## src/rtl/key_debounce_pulse_pkg.sv

```systemverilog
// Shared definitions for the key debouncer: FSM encoding, default filter
// length and the counter width helper.
package key_debounce_pulse_pkg;

  // 20 ms at 50 MHz
  localparam int DEBOUNCE_CYCLES_DEFAULT = 1_000_000;

  typedef enum logic [1:0] {
    IDLE       = 2'd0,
    PRESS_FILT = 2'd1,
    DOWN       = 2'd2,
    REL_FILT   = 2'd3
  } key_fsm_e;

  // $clog2 of the filter length, kept at least one bit wide so that a
  // one-cycle filter still has a legal counter vector.
  function automatic int cnt_width(input int cycles);
    return (cycles > 1) ? $clog2(cycles) : 1;
  endfunction

endpackage

```

## src/rtl/key_debounce_pulse_channel.sv

```systemverilog
// One key channel: 2-flop synchronizer, press/release filter FSM with its
// stability counter, and registered flag/release/held outputs.
module key_channel
  import key_debounce_pulse_pkg::*;
#(
  parameter int DEBOUNCE_CYCLES = DEBOUNCE_CYCLES_DEFAULT
) (
  input  logic clk,
  input  logic rst,
  input  logic key_raw,
  output logic flag,
  output logic rel,
  output logic held
);

  localparam int              CNT_W    = cnt_width(DEBOUNCE_CYCLES);
  localparam logic [CNT_W-1:0] CNT_LAST = CNT_W'(DEBOUNCE_CYCLES - 1);

  logic             sync1_reg;
  logic             sync2_reg;
  key_fsm_e         state_reg;
  key_fsm_e         state_next;
  logic [CNT_W-1:0] cnt_reg;
  logic [CNT_W-1:0] cnt_next;
  logic             flag_reg;
  logic             flag_next;
  logic             rel_reg;
  logic             rel_next;
  logic             held_reg;
  logic             held_next;

  // Bring the asynchronous, active-low key into the clock domain; idle level is 1.
  always_ff @(posedge clk) begin
    if (rst) begin
      sync1_reg <= 1'b1;
      sync2_reg <= 1'b1;
    end else begin
      sync1_reg <= key_raw;
      sync2_reg <= sync1_reg;
    end
  end

  // Filter FSM: the counter only runs while a level change is being qualified,
  // and stops at CNT_LAST so it can never wrap.
  always_comb begin
    state_next = state_reg;
    cnt_next   = '0;
    flag_next  = 1'b0;
    rel_next   = 1'b0;
    case (state_reg)
      IDLE: begin
        if (!sync2_reg) state_next = PRESS_FILT;
      end
      PRESS_FILT: begin
        if (sync2_reg) begin
          state_next = IDLE;
        end else if (cnt_reg == CNT_LAST) begin
          state_next = DOWN;
          flag_next  = 1'b1;
        end else begin
          cnt_next = cnt_reg + 1'b1;
        end
      end
      DOWN: begin
        if (sync2_reg) state_next = REL_FILT;
      end
      REL_FILT: begin
        if (!sync2_reg) begin
          state_next = DOWN;
        end else if (cnt_reg == CNT_LAST) begin
          state_next = IDLE;
          rel_next   = 1'b1;
        end else begin
          cnt_next = cnt_reg + 1'b1;
        end
      end
      default: state_next = IDLE;
    endcase
    held_next = (state_next == DOWN) || (state_next == REL_FILT);
  end

  // State, counter and all outputs are registered so nothing from key_raw reaches a port combinationally.
  always_ff @(posedge clk) begin
    if (rst) begin
      state_reg <= IDLE;
      cnt_reg   <= '0;
      flag_reg  <= 1'b0;
      rel_reg   <= 1'b0;
      held_reg  <= 1'b0;
    end else begin
      state_reg <= state_next;
      cnt_reg   <= cnt_next;
      flag_reg  <= flag_next;
      rel_reg   <= rel_next;
      held_reg  <= held_next;
    end
  end

  assign flag = flag_reg;
  assign rel  = rel_reg;
  assign held = held_reg;

endmodule

```

## src/rtl/key_debounce_pulse.sv

```systemverilog
// Multi-key debouncer: one fully independent key_channel per key bit.
// key_flag[0]/key_flag[1] feed the IIC controller's write/read requests.
module key_debounce_pulse
  import key_debounce_pulse_pkg::*;
#(
  parameter int N_KEYS          = 2,
  parameter int DEBOUNCE_CYCLES = DEBOUNCE_CYCLES_DEFAULT
) (
  input  logic              clk,
  input  logic              rst,
  input  logic [N_KEYS-1:0] key_in,
  output logic [N_KEYS-1:0] key_flag,
  output logic [N_KEYS-1:0] key_rel,
  output logic [N_KEYS-1:0] key_state
);

  // No arbitration between keys: simultaneous presses each pulse their own flag.
  generate
    for (genvar gi = 0; gi < N_KEYS; gi++) begin : g_chan
      key_channel #(
        .DEBOUNCE_CYCLES(DEBOUNCE_CYCLES)
      ) u_chan (
        .clk    (clk),
        .rst    (rst),
        .key_raw(key_in[gi]),
        .flag   (key_flag[gi]),
        .rel    (key_rel[gi]),
        .held   (key_state[gi])
      );
    end
  endgenerate

endmodule

```

## config.mk

```make
export PLATFORM = sky130hd
export DESIGN_NAME = key_debounce_pulse
export DESIGN_NICKNAME = d
export VERILOG_FILES = /design/src/rtl/key_debounce_pulse_pkg.sv /design/src/rtl/key_debounce_pulse_channel.sv /design/src/rtl/key_debounce_pulse.sv
export SDC_FILE = /design/constraint.sdc
export NUM_CORES = 1
export LEC_CHECK = 0
export BUFFER_PORTS_ARGS = -buffer_cell sky130_fd_sc_hd__buf_4
export CORE_MARGIN = 5
export CORE_UTILIZATION = 60
export CTS_CLUSTER_DIAMETER = 30
export CTS_CLUSTER_SIZE = 25
export DETAILED_ROUTE_END_ITERATION = 6
export HOLD_SLACK_MARGIN = 0.08
export PLACE_DENSITY = 0.82
export SYNTH_ARGS = -nofsm -noshare
export SYNTH_HDL_FRONTEND = slang
export SYNTH_HIERARCHICAL = 1
export SYNTH_SLANG_ARGS = --single-unit
```

## constraint.sdc

```tcl
create_clock -name clk -period 2.7 [get_ports clk]
set_input_delay 0.54 -clock clk [delete_from_list [all_inputs] [get_ports clk]]
set_output_delay 0.54 -clock clk [all_outputs]
set_load 0.01 [all_outputs]
```

Word level (Yosys, flattened, before mapping) --
Index checks and enable logic that the tools add are counted.
Storage, ports and cells: register bits 54, output and inout bits 6, input bits 4, word-level logic and storage cells 66
Operators by class: $add $sub $neg 2, multiplexer cells 24, equal/unequal tests 12, bitwise operators 6, reduce and logical (&&, ||, !) cells 8
Operator list (count):
- $mux 20 | 6
- $pmux 20 s2 | 2
- $add 20x1->20 const B | 2
- $eq 20x20->1 const B | 2
- $mux 2 | 12
- $eq 2x2->1 const B | 8
- $pmux 2 s4 | 2
- $reduce_or 3->1 | 4
- $not 1->1 | 6
- $eq 2x1->1 const B | 2
- $logic_not 2->1 | 2
- $logic_or 1x1->1 | 2
- $mux 1 | 2

Longest topological paths before layout --
word-level depth 6, gate-level depth with buffers 6, gate-level depth less buffers 5

By module --
Netlist, hierarchy kept.
Modules (own cells, without submodules):
- key_channel | instances 2, area each 1139.8 µm², cells an instance 126

Worst setup path before layout --
Ideal clock, no wire load.
path type reg2reg, start point register g_chan[0].u_chan.cnt_reg[7], end point register g_chan[0].u_chan.cnt_reg[10], data arrival time 1.728 ns, library setup time 0.117 ns, data required time 2.583 ns, stages on the path, launching flop included 6, path slack 0.854 ns, period minus slack after synthesis 1.846 ns, cells stage by stage dfxtp_1 > or4b_2 > nor4_2 > a2111o_1 > buf_2 > nor2_1
On the way: word-level cells in the longest chain between the ends 4
Ends and longest elaborated chain:
- from (decl) | line key_debounce_pulse_channel.sv:23 | logic [CNT_W-1:0] cnt_reg;
- from (signal assigned) | line key_debounce_pulse_channel.sv:92 | cnt_reg <= cnt_next;
- $add 20x1->20 / $eq 20x20->1 (equally long branches)
- $mux 20 * | line key_debounce_pulse_channel.sv:57, key_debounce_pulse_channel.sv:70
- $mux 20 (on tied branches) | line key_debounce_pulse_channel.sv:68, key_debounce_pulse_channel.sv:55
- $pmux 20 s2 * | line key_debounce_pulse_channel.sv:50 | case (state_reg)
Mark *: on every way between the ends. The rest lies on a longest branch, timed or not. A chain may end at the register's enable or synchronous reset.

Final worst setup path --
start point register g_chan[1].u_chan.cnt_reg[7], end point register g_chan[1].u_chan.cnt_reg[9]
On the way: word-level cells in the longest chain between the ends 4
Ends and longest elaborated chain (line):
- from (decl) | key_debounce_pulse_channel.sv:23
- from (signal assigned) | key_debounce_pulse_channel.sv:92
- $add 20x1->20 / $eq 20x20->1 (equally long branches)
- $mux 20 * | key_debounce_pulse_channel.sv:57, key_debounce_pulse_channel.sv:70
- $mux 20 (on tied branches) | key_debounce_pulse_channel.sv:68, key_debounce_pulse_channel.sv:55
- $pmux 20 s2 * | key_debounce_pulse_channel.sv:50
Marks and branches as above.

==> impl_metrics.ini <==
[outcome]
status = complete, no violations

[timing]
fin_setup_tns_ns = 0
min_period_ns = 2.10
fmax_ghz = 0.476
drv_slew = 0
clock_skew_ns = 0.00516
rsz0062_at_grt = no
fin_crit_sh = 0.778
worstMarginPinSlew_ns = 0.383
hold_viol_final = 0
slew_headroom = 0.743
worst_hold_slack_ns = 0.406
finalSetupViolCount = 0

[final_layout]
multi_input_area_um2 = 1120
drive_gt1_frac = 0.136
layout_common_cells = dfxtp_1, nor2_1, a21oi_1
fillCellCount = 282
final_nets = 270
final_common_cell = dfxtp_1
largest_reg_flops = 40
n_antenna_cell = 0
stdcell_area_um2 = 2500
final_cells = 313
syn_to_final_growth_pct = 9.77
regArea_um2 = 1080

[clock_network]
cts_sinks = 54
numCtsBuffers = 5
cts.path.max_buffers = 2
clk_pin_slew_ns = 0.09
htree_levels = 2
cts_resized = 0
root_buffer = clkbuf_8
postCtsSetupRepairBufs = 0
clkLatencyLatePin_ns = 0.31
cts_tree = yes
postCtsHoldBufs = 0

[worst_setup_path]
critPathCaptureType = register
cp_max_fo = 20
worst_setup_path_start_kind = register
r2r-end = g_chan[1].u_chan/cnt_reg[9]
crit_type = reg2reg
r2r_start = g_chan[1].u_chan/cnt_reg[7]
worst_r2r_path_depth = 5
worstPathArrival_ns = 2.30
required_ns = 2.90
reg2reg_slack_ns = 0.60

[yosys]
synth.distinct_cells = 31
ys.flop_type = dfxtp_1
async_flop_share = 0
netlist_area_um2 = 2280
seq_area_frac_synth = 0.474
netlist_instances = 252
synth-edff-count = 0
ys_ff_latch = 54
syn-num-nets = 258
syn_area_per_cell_um2 = 9.05
ys_warn_count = 6

[drt]
antenna_left = 0
drc = 0
vias = 1780
drtIter0Drc = 120
routed_via_density = 5.69
drt_wl_total_mm = 3.86
firstDrtPassIters = 5
wl_per_cell_um = 12.3

[power]
p_clk_frac = 0.396
p_leak_nw = 0.742
max-vdd-ir-drop_mv = 0.574
switching_share = 0.196
power_switching_mw = 0.265
seq_power_share = 0.595
internal_power_mw = 1.08
p_comb_frac = 0.010
powerDensity_nw_per_um2 = 539
p_total_mw = 1.35

[grt]
antenna_found_initial = 0
grt_pass1_wl_mm = 6.97
grt-ovfl-total = 0
grt_max_degree = 21
grt_pass1_vias = 1617
grt_use_total = 0.167

[worst_hold_path]
holdCritStartpoint = key_in[1]
holdPathEnd = g_chan[1].u_chan/sync1_reg
whs_path_depth = 2
hold_path.class = in2reg

[floorplanning]
core_region_area_um2 = 3660
die_y_um = 71.6
start_util = 0.623
dieArea_um2 = 5130
fp.dieW_um = 71.6
rows = 22
io_pins = 10

[place]
placed_cell_area_um2 = 2390
dp_hpwl_mm = 2.72
port_buffers = 9
gp_congestion = 0.877
dp.cells = 305

[run]
drv_cap = 0
[cell usage after synthesis, drive strengths merged, types with 4 or more instances]
cell type / number / area [µm²]
dfxtp: 54 / 1080
nor3: 8 / 40.0
nor4: 6 / 50.0
and2: 4 / 25.0
nand4: 8 / 62.6
nor2: 30 / 113
o21ai: 8 / 40.0
or2: 4 / 25.0
or3: 6 / 40.0
a21oi: 18 / 90.1
inv: 14 / 52.6
nand2: 14 / 52.6
or4: 16 / 123
xnor2: 16 / 140
nand3: 14 / 80.1
xor2: 8 / 70.1
o31ai: 4 / 30.0
buf: 4 / 20.0
[cells by family (layout without fill, tap and decap cells)]
kind of cell,after synthesis,in the layout,share of synthesized area
buffers and inverters,20,33,0.0362
xor gates and xnor gates,24,24,0.0922
adders and majority gates,2,2,0.0110
DFF,54,54,0.474
and+or+nand+nor,118,118,0.297
AOI/OAI and AO/OA,34,34,0.0889
[worst max-delay path, stage by stage (launching register included)]
cell and delay, ns:
dfxtp_1 0.36, or4b_2 0.68, nor4_2 0.41, a2111o_1 0.21, buf_4 0.24, nor2_1 0.08
[worst max-delay path by stage]
stage,cells after the start,from,slack [ns],end
floorplan,5,g_chan[0].u_chan/cnt_reg[7],0.85,g_chan[0].u_chan/cnt_reg[10]
finish,5,g_chan[1].u_chan/cnt_reg[7],0.60,g_chan[1].u_chan/cnt_reg[9]
global placement,5,g_chan[1].u_chan/cnt_reg[7],0.70,g_chan[1].u_chan/cnt_reg[14]
global route,4,g_chan[1].u_chan/cnt_reg[7],0.46,g_chan[1].u_chan/flag
detailed placement,5,g_chan[1].u_chan/cnt_reg[7],0.63,g_chan[1].u_chan/cnt_reg[9]
CTS,5,g_chan[1].u_chan/cnt_reg[7],0.61,g_chan[1].u_chan/cnt_reg[9]
[stage by stage]
| step | utilization | setup slack [ns] |
|---|---|---|
| floorplan | - | 0.854 |
| global placement | 0.653 | 0.702 |
| detailed placement | 0.653 | 0.634 |
| CTS | 0.684 | 0.609 |
| global route | 0.684 | 0.456 |
| finish | 0.684 | 0.601 |
[area by class of cell]
type	count	share of cell area
well taps	48	0.0240
multi-input cells	178	0.446
clock inverters	2	0.0150
flip-flops and latches	54	0.432
inverters	14	0.0210
clock buffers	6	0.0290
repair buffers	11	0.0330
[metal layers]
| metal | global-route usage | routed length (µm) | vias to the layer above |
|---|---|---|---|
| met2 | 0.252 | 1710 | 25 |
| li1 | - | - | 914 |
| met5 | 0 | 0 | - |
| met3 | 0.0533 | 151 | 6 |
| met4 | 0.0564 | 59 | 0 |
| met1 | 0.224 | 1940 | 835 |
[power groups by stage]
stage               clock (mW)  sequential [mW]  combinational [mW]
floorplan                    0            0.820             0.00646
global placement             0            0.820              0.0125
detailed placement           0            0.820              0.0130
CTS                      0.547            0.802              0.0130
global route             0.582            0.803              0.0147
finish                   0.533            0.802              0.0129
Power figures use the tool's default switching activity.
